File: src/rtl/cgra_cfg_pkg.sv
// Shared definitions for the CGRA configuration path: FSM encoding, beat geometry
// and the odd-parity check used on assembled context words.
package cgra_cfg_pkg;

  localparam logic [1:0] ST_IDLE  = 2'd0;
  localparam logic [1:0] ST_FILL  = 2'd1;
  localparam logic [1:0] ST_WRITE = 2'd2;
  localparam logic [1:0] ST_DONE  = 2'd3;

  localparam int BEATS_PER_CTX = 4;
  localparam int BEAT_W        = 32;
  localparam int WORD_W        = BEATS_PER_CTX * BEAT_W;
  localparam int DEFAULT_WIDTH = 120;
  localparam int CTX_W         = DEFAULT_WIDTH + 1;
  localparam int PARITY_BIT    = 127;

  // True when the parity bit plus bits [msb:0] hold an odd number of ones.
  function automatic logic ctx_parity_ok(input logic [WORD_W-1:0] word, input int msb);
    logic acc;
    acc = word[PARITY_BIT];
    for (int i = 0; i < PARITY_BIT; i++) begin
      if (i <= msb) acc = acc ^ word[i];
    end
    return acc;
  endfunction

endpackage

File: src/rtl/ctx_beat_assembler.sv
// Collects four 32-bit config beats (least significant first) into one 128-bit word.
// word_done flags the handshake that completes the word.
module ctx_beat_assembler
  import cgra_cfg_pkg::*;
(
  input  logic              CLK,
  input  logic              RST,
  input  logic              clr,
  input  logic              beat_en,
  input  logic [BEAT_W-1:0] beat_data,
  output logic              word_done,
  output logic [WORD_W-1:0] word
);

  logic [1:0]        beat_cnt_q, beat_cnt_d;
  logic [BEAT_W-1:0] slot_q [BEATS_PER_CTX];
  logic [BEAT_W-1:0] slot_d [BEATS_PER_CTX];

  always_comb begin
    beat_cnt_d = beat_cnt_q;
    if (clr) begin
      beat_cnt_d = '0;
    end else if (beat_en) begin
      beat_cnt_d = beat_cnt_q + 2'd1;
    end
  end

  always_comb begin
    for (int i = 0; i < BEATS_PER_CTX; i++) slot_d[i] = slot_q[i];
    if (beat_en) slot_d[beat_cnt_q] = beat_data;
  end

  assign word_done = beat_en && (beat_cnt_q == 2'(BEATS_PER_CTX - 1));

  always_comb begin
    word = '0;
    for (int i = 0; i < BEATS_PER_CTX; i++) word[i*BEAT_W +: BEAT_W] = slot_q[i];
  end

  always_ff @(posedge CLK or posedge RST) begin
    if (RST) beat_cnt_q <= '0;
    else     beat_cnt_q <= beat_cnt_d;
  end

  // Payload slots carry no reset; they are always fully rewritten before use.
  always_ff @(posedge CLK) begin
    for (int i = 0; i < BEATS_PER_CTX; i++) slot_q[i] <= slot_d[i];
  end

endmodule

File: src/rtl/context_loader.sv
// Streams config beats into PE context caches in PE-major order, then pulses start.
// Optional CTX_PARITY_EN: bit 127 of each word is odd parity; bad words are dropped.
module context_loader
  import cgra_cfg_pkg::*;
#(
  parameter int WIDTH     = 120,
  parameter int NUM_PE    = 16,
  parameter int CTX_DEPTH = 16,
  parameter int CTX_AW    = 4
) (
  input  logic              CLK,
  input  logic              RST,
  input  logic              load_req,
  input  logic              s_valid,
  input  logic [BEAT_W-1:0] s_data,
  output logic              s_ready,
  output logic [WIDTH:0]    data,
  output logic [NUM_PE-1:0] wr_pe,
  output logic [CTX_AW-1:0] wr_addr,
  output logic              start,
  output logic              busy,
  output logic              cfg_err
);

  localparam int PE_W = (NUM_PE > 1) ? $clog2(NUM_PE) : 1;

  logic [1:0]        state_q, state_d;
  logic [PE_W-1:0]   pe_idx_q, pe_idx_d;
  logic [CTX_AW-1:0] ctx_addr_q, ctx_addr_d;
  logic [WIDTH:0]    data_q, data_d;
  logic              cfg_err_q, cfg_err_d;

  logic              beat_en;
  logic              asm_clr;
  logic              word_done;
  logic [WORD_W-1:0] word;
  logic              par_err;
  logic              last_ctx;
  logic              last_word;
  logic              unused_word_bits;

  assign beat_en = (state_q == ST_FILL) && s_valid;
  assign asm_clr = (state_q == ST_IDLE) && load_req;

  ctx_beat_assembler u_asm (
    .CLK       (CLK),
    .RST       (RST),
    .clr       (asm_clr),
    .beat_en   (beat_en),
    .beat_data (s_data),
    .word_done (word_done),
    .word      (word)
  );

  // Bits above the context word are only meaningful as the parity bit.
  assign unused_word_bits = ^word;

`ifdef CTX_PARITY_EN
  assign par_err = (state_q == ST_WRITE) && !ctx_parity_ok(word, WIDTH);
`else
  assign par_err = 1'b0;
`endif

  assign last_ctx  = (ctx_addr_q == CTX_AW'(CTX_DEPTH - 1));
  assign last_word = last_ctx && (pe_idx_q == PE_W'(NUM_PE - 1));

  always_comb begin
    state_d    = state_q;
    pe_idx_d   = pe_idx_q;
    ctx_addr_d = ctx_addr_q;
    data_d     = data_q;
    cfg_err_d  = cfg_err_q;
    case (state_q)
      ST_IDLE: begin
        if (load_req) begin
          state_d    = ST_FILL;
          pe_idx_d   = '0;
          ctx_addr_d = '0;
          cfg_err_d  = 1'b0;
        end
      end
      ST_FILL: begin
        if (word_done) state_d = ST_WRITE;
      end
      ST_WRITE: begin
        data_d = word[WIDTH:0];
        if (par_err) cfg_err_d = 1'b1;
        // Counters advance even when a corrupt word is dropped.
        if (last_ctx) begin
          ctx_addr_d = '0;
          pe_idx_d   = pe_idx_q + PE_W'(1);
        end else begin
          ctx_addr_d = ctx_addr_q + CTX_AW'(1);
        end
        state_d = last_word ? ST_DONE : ST_FILL;
      end
      default: begin
        state_d = ST_IDLE;
      end
    endcase
  end

  always_ff @(posedge CLK or posedge RST) begin
    if (RST) begin
      state_q    <= ST_IDLE;
      pe_idx_q   <= '0;
      ctx_addr_q <= '0;
      data_q     <= '0;
      cfg_err_q  <= 1'b0;
    end else begin
      state_q    <= state_d;
      pe_idx_q   <= pe_idx_d;
      ctx_addr_q <= ctx_addr_d;
      data_q     <= data_d;
      cfg_err_q  <= cfg_err_d;
    end
  end

  assign s_ready = (state_q == ST_FILL);
  assign busy    = (state_q != ST_IDLE);
  assign data    = (state_q == ST_WRITE) ? word[WIDTH:0] : data_q;
  assign wr_pe   = ((state_q == ST_WRITE) && !par_err) ? (NUM_PE'(1) << pe_idx_q) : '0;
  assign wr_addr = ctx_addr_q;
  assign start   = (state_q == ST_DONE) && !cfg_err_q;

`ifdef CTX_PARITY_EN
  assign cfg_err = cfg_err_q | par_err;
`else
  assign cfg_err = 1'b0;
`endif

endmodule

File: config.mk
export PLATFORM = sky130hd
export DESIGN_NAME = context_loader
export DESIGN_NICKNAME = d
export VERILOG_FILES = /design/src/rtl/cgra_cfg_pkg.sv /design/src/rtl/ctx_beat_assembler.sv /design/src/rtl/context_loader.sv
export SDC_FILE = /design/constraint.sdc
export NUM_CORES = 1
export LEC_CHECK = 0
export ABC_AREA = 1
export CAP_MARGIN = 30
export CORE_ASPECT_RATIO = 1.1
export CORE_MARGIN = 8
export CORE_UTILIZATION = 62
export DETAILED_ROUTE_END_ITERATION = 16
export DONT_BUFFER_PORTS = 1
export GPL_TIMING_DRIVEN = 0
export PLACE_DENSITY = 0.81
export SETUP_SLACK_MARGIN = 0.3
export SLEW_MARGIN = 10
export SYNTH_ARGS = -nofsm -noshare
export SYNTH_HDL_FRONTEND = slang
export SYNTH_HIERARCHICAL = 1
export SYNTH_SLANG_ARGS = --single-unit
File: constraint.sdc
create_clock -name CLK -period 4.8 [get_ports CLK]
set_input_delay 0.96 -clock CLK [delete_from_list [all_inputs] [get_ports CLK]]
set_output_delay 0.96 -clock CLK [all_outputs]
set_load 0.1 [all_outputs]
==> impl_results.md, run 1 <==
* Setup Slack @ Placement at 1750 ps
* MaxCap Viol Count at 0
* Gr busiest metal: met2
* Die W at approximately 130 um
* Worst r2r dst: data_q[111]
* Antenna-violating nets left at 0
* Clock skew at 8.14 ps
* Antenna violations before repair at 1
* Drt drc at 0
* Hold Path Class: primary input to asynchronous set/reset pin
* Hpwl dp at 14,500 um
* CTS Root Cell: clkbuf_16
* Final setup violation count at 0
* Met2 Use GR at 38.7%
* Max incr delay on CP at 740 ps
* CTS Buf Count at 24
* Status: finished clean
* Num rows at 46
* Total grt overflow at 0
* Setup crit end kind: output pin
* Worst-path clk slew at 60 ps
* Core footprint at between 10,000 and 15,000 um^2
* Grt met1 use at a little under a quarter
* F_max at 283 MHz
* Pin count of the biggest net entering global routing at 85
* Worst Path Max Fanout at 10
* Relative slew slack at 29.7%
* Wire per inst at 20.6 um
* Met3 usage at a little under a tenth
* Final worst slack at 1260 ps
* Vias at 5,593
* Unrepaired setup endpoints after global routing: no
* Post-Synthesis Cells at around 770
* Worst-Skew Late Latency at 510 ps
* Final period utilization at 73.7%
* Min Tclk post-route at 3540 ps
* Initial core utilization at 63.3%
* CTS hold repair buffers at 0
* Vias per cell at roughly 5.5
* CP delay by family, top: simple AND/OR/NAND/NOR gates
* Ys Warns at 6
* WP buf/inv at 4
* 1st-pass router iterations at 7
* Max-slew violations at 0
* Htree depth at 1
* Arr. time, crit path at roughly 2600 ps
* Fillers at 888
* Worst Tran Pin Value at between 1000 and 1500 ps
* Post-CTS Resized at 0
* TritonCTS clock tree: done
* IO Port Bufs at 0
* Crit-path cells: inv_2 > nand2_4 > inv_2 > buf_6 > buf_6 > nand2_1 > nand2_1
* Die footprint at 18,800 um^2
* WL final at 21,100 um
* Total track usage at between 20% and 30%
* Max clock buf depth at 3
* Global-route wire length before repair at 32,600 um
* Syn_nets at 814
* Setup bufs post-CTS at 0
* Final Hold Fails at 0
* RR Startpoint: state_q[0]
* Crit-path slowest cell: nand2_1
* Die H at between 100 and 150 um
* Classification of the worst setup path: flip-flop to output pin
* Vias in the first global route at 5,809
* Placer Congestion at 0.853
* Nets at 861
* R2r worst-path depth at 7
* Avg Inst Size Synth at approximately 12 um^2
* Fraction of layout cells with a size suffix above 1 at 12.9%
* R2R Setup Slk at roughly 2500 ps
* Critical Path Source Type: flip-flop
* Synth Cell Area at 9100 um^2
* Area delta synth->final at 15.7%
* IO Pins at 181
* Crit path required time at around 3800 ps
* Total clock sinks at 254
* Detailed Route Iter0 Violations at 403
* Antenna fix cells at 0
## placed cells by master, fill, tap and decap left out, types with 10 or more instances in the layout
cell type	count
inv_1	20
buf_8	16
ha_1	11
nand2_1	401
nand3_1	10
nor2_2	18
clkbuf_16	24
clkbuf_1	11
edfxtp_1	121
buf_2	18
dfrtp_1	133
## through the flow
| step | instance area (um^2) | TNS [ps] | cells | hold slack, ps | util, % |
|---|---|---|---|---|---|
| 3_5_place_dp | 9710 | 0 | 978 | 543 | 67.5 |
| 4_1_cts | 10500 | 0 | 1022 | 179 | 73.0 |
| 2_1_floorplan | 9100 | 0 | 767 | 490 | - |
| 6_report | 10500 | 0 | 1024 | 195 | 73.2 |
| 3_3_place_gp | 9340 | -109990 | 959 | 509 | 64.9 |
| 5_1_grt | 10500 | 0 | 1024 | 179 | 73.2 |
## cell type report
| cell class | count | area (um^2) | area share, % |
|---|---|---|---|
| inverters | 25 | 98.8 | 0.938 |
| clock buffers | 35 | 682 | 6.47 |
| multi-input cells | 459 | 1900 | 18.1 |
| repair buffers | 21 | 354 | 3.36 |
| clock inverters | 9 | 108 | 1.02 |
| plain buffers | 29 | 184 | 1.75 |
| flip-flops and latches | 254 | 6960 | 66.1 |
| well taps | 192 | 240 | 2.28 |
## how the worst max path moves through the flow
| stage | start | end | depth (start not counted) |
|---|---|---|---|
| floorplan | RST | data_q[0] | 1 |
| global placement | RST | data_q[31] | 1 |
| detailed placement | state_q[0] | data[111] | 7 |
| CTS | state_q[0] | data[112] | 7 |
| global route | state_q[0] | data[116] | 7 |
| finish | state_q[0] | data[111] | 7 |
## worst register-to-register path: stages (launching register included)
cell,delay [ps]
dfrtp_1,410
inv_2,120
nand2_4,110
inv_2,230
buf_6,240
buf_6,180
nand2_1,60
nand2_1,740
## state kept, by name, summed over array words and instances (netlist names)
name	count
wr_addr	4
state_q	2
u_asm/beat_cnt_q	2
data_q	121
u_asm/slot_q	121
pe_idx_q	4
## routing by layer
metal / vias up / part of all wire [%]
li1: 2530 / -
met1: 2765 / 35
met2: 243 / 51
met3: 53 / 11
met4: 2 / 2.6
met5: - / 0.062
Power of run 1 is left out: the tool's default activity adds up to more than one toggle a clock period on the data nets, which glitch-free logic cannot reach.
==> run 2: changes to the inputs <==
--- a/config.mk
+++ b/config.mk
@@ -9,11 +9,11 @@
 export CAP_MARGIN = 30
 export CORE_ASPECT_RATIO = 1.1
 export CORE_MARGIN = 8
-export CORE_UTILIZATION = 62
+export CORE_UTILIZATION = 56
 export DETAILED_ROUTE_END_ITERATION = 16
 export DONT_BUFFER_PORTS = 1
 export GPL_TIMING_DRIVEN = 0
-export PLACE_DENSITY = 0.81
+export PLACE_DENSITY = 0.77
 export SETUP_SLACK_MARGIN = 0.3
 export SLEW_MARGIN = 10
 export SYNTH_ARGS = -nofsm -noshare
==> constraint.sdc (replaced) <==
create_clock -name CLK -period 3.1 [get_ports CLK]
set_input_delay 0.62 -clock CLK [delete_from_list [all_inputs] [get_ports CLK]]
set_output_delay 0.62 -clock CLK [all_outputs]
set_load 0.1 [all_outputs]
==> run 2 against run 1 <==
Sequential cell count did not move. Via count rose by 0.82%. Critical path type unchanged. Critical path depth fell by 1. Count of clock-buffer cells in the layout rose by 4. Worst setup slack got worse by 900 ps. Utilization fell by 0.50 points. Largest cell class unchanged. Sequential share of layout area fell by 6.7 points.
==> impl_results.md, run 2 (synthesis results as in run 1) <==
* IO Port Bufs at 0
* RR Startpoint: wr_addr[1]
* Nets at just under 900
* Die W at 138 um
* Worst-Skew Late Latency at 520 ps
* CP endpoint: data[96]
* Critical Path Source Type: flip-flop
* 1st-pass router iterations at 7
* Antenna violations before repair at 1
* WL final at 22,900 um
* IO Pins at approximately 180
* TritonCTS clock tree: done
* Global-route wire length before repair at 32,900 um
* CTS Buf Count at 26
* Vias at 5,639
* Fraction of layout cells with a size suffix above 1 at between 20% and 30%
* Min Tclk post-route at ~2700 ps
* F_max at between 300 and 400 MHz
* Setup crit end kind: output pin
* Htree depth at 1
* Final setup violation count at 0
* Sum of negative setup slack at 0 ps
* Die H at 150 um
* Classification of the worst setup path: flip-flop to output pin
* Total track usage at between 20% and 30%
* Total clock sinks at between 200 and 300
* Clock skew at 17.4 ps
* Biggest regs: data_q: 121 flops, u_asm/slot_q: 121 flops
* Most common cell after layout, fill and taps aside: nand2_1
* Hold Crit Depth at 0
* DP Area at 9760 um^2
* Final Cell Area at roughly 12,000 um^2
* Placer Congestion at 0.758
* Pin count of the biggest net entering global routing at 35
* Status: finished clean
* Crit-path slowest cell: dfrtp_1
* Num rows at 49
* Max-slew violations at 0
* Most frequent CP cell: nand2_4
* Commonest cells after routing, fill and taps aside: nand2_1 (280), dfrtp_1 (133), edfxtp_1 (121), nand2_4 (113), clkbuf_16 (28)
* Vias in the first global route at 5,793
* Worst r2r dst: pe_idx_q[2]
* Initial core utilization at 56.5%
* Area occupied by multi-input gates at 2890 um^2
* CTS Root Cell: clkbuf_16
* Setup crit start: state_q[0]
* Hpwl dp at 13,600 um
* Max incr delay on CP at 400 ps
* Unrepaired setup endpoints after global routing: yes
* Area delta synth->final at 28.8%
* Hold Path Class: primary input to flip-flop
* Worst Tran Pin Value at 1000 ps
* Die footprint at 20,600 um^2
* Worst Path Max Fanout at 10
* Arr. time, crit path at ~2100 ps
* Crit path required time at 2480 ps
* Relative slew slack at 33.2%
* Crit-path cells: inv_2 > nand2_4 > buf_4 > buf_2 > nand2_1 > nand2_4
* Total grt overflow at 0
* Seq. cell area at 6960 um^2
* Antenna-violating nets left at 0
* Worst-path clk slew at 60 ps
* MaxCap Viol Count at 0
* Core footprint at 16,100 um^2
* Detailed Route Iter0 Violations at 381
* R2r worst-path depth at 6
* Drt drc at 0
* Final period utilization at 88.2%
* Max clock buf depth at 3
* Final Hold Fails at 0
* Wire per inst at 21.9 um
* Vias per cell at approximately 5.4
* R2R Setup Slk at 900 ps
* Fillers at 931
[run 2: changes by cell type in the layout (fill, tap and decap cells not counted), moves of 2 or more]
cell        change
nand2_1       -121
nand2_4       +112
nand2_8         +9
clkbuf_16       +4
buf_12          +3
clkinvlp_4      +3
buf_2           -2
clkbuf_2        +2
clkbuf_4        +2
clkinv_2        -2
inv_1           -2
[run 2: how the worst min path moves through the flow]
stage / startpoint / slack [ps] / endpoint
3_3_place_gp: RST / 370 / u_asm/beat_cnt_q[0]
4_1_cts: s_data[21] / 170 / u_asm/slot_q[3][21]
6_report: s_data[11] / 190 / u_asm/slot_q[1][11]
3_5_place_dp: RST / 370 / u_asm/beat_cnt_q[0]
2_1_floorplan: RST / 360 / u_asm/beat_cnt_q[0]
5_1_grt: s_data[23] / 170 / u_asm/slot_q[3][23]
[run 2: per-stage QoR]
step           hold WS (ps)  setup WS [ps]  utilization, %  cells
2_1_floorplan           361            325               -    767
3_3_place_gp            368          -60.7            58.1    971
3_5_place_dp            369            411            60.5    992
4_1_cts                 172            220            70.1   1041
5_1_grt                 165            273            72.7   1046
6_report                188            366            72.7   1046
[run 2: repair_timing]
item,in CTS,in global routing
pin swaps,0,1
resized for setup,186,72
setup endpoints to repair,129,88
hold buffers,1,0
buffers inserted,0,0
endpoints found under the hold margin,16,0
[run 2: worst max-delay path: cells and delay by family, from the launching register on]
kind                   cells  cell delay, ps
AND/OR/NAND/NOR            3             590
buffers and inverters      3             590
flip-flops                 1             400
[run 2: cell type report]
| cell class | count | share of cell area (%) |
|---|---|---|
| well taps | 204 | 2.18 |
| clock buffers | 39 | 6.67 |
| multi-input cells | 459 | 24.7 |
| inverters | 25 | 0.875 |
| flip-flops and latches | 254 | 59.4 |
| plain buffers | 29 | 1.62 |
| diodes | 1 | 0.0213 |
| clock inverters | 9 | 0.918 |
| repair buffers | 26 | 3.66 |
[run 2: routing by layer]
layer  GRT usage [%]  share of wire (%)
met5               0                  0
met3            7.62                 11
met4            6.42                3.0
met2            35.5                 50
met1            24.4                 36
Power of run 2 is left out for the same reason.
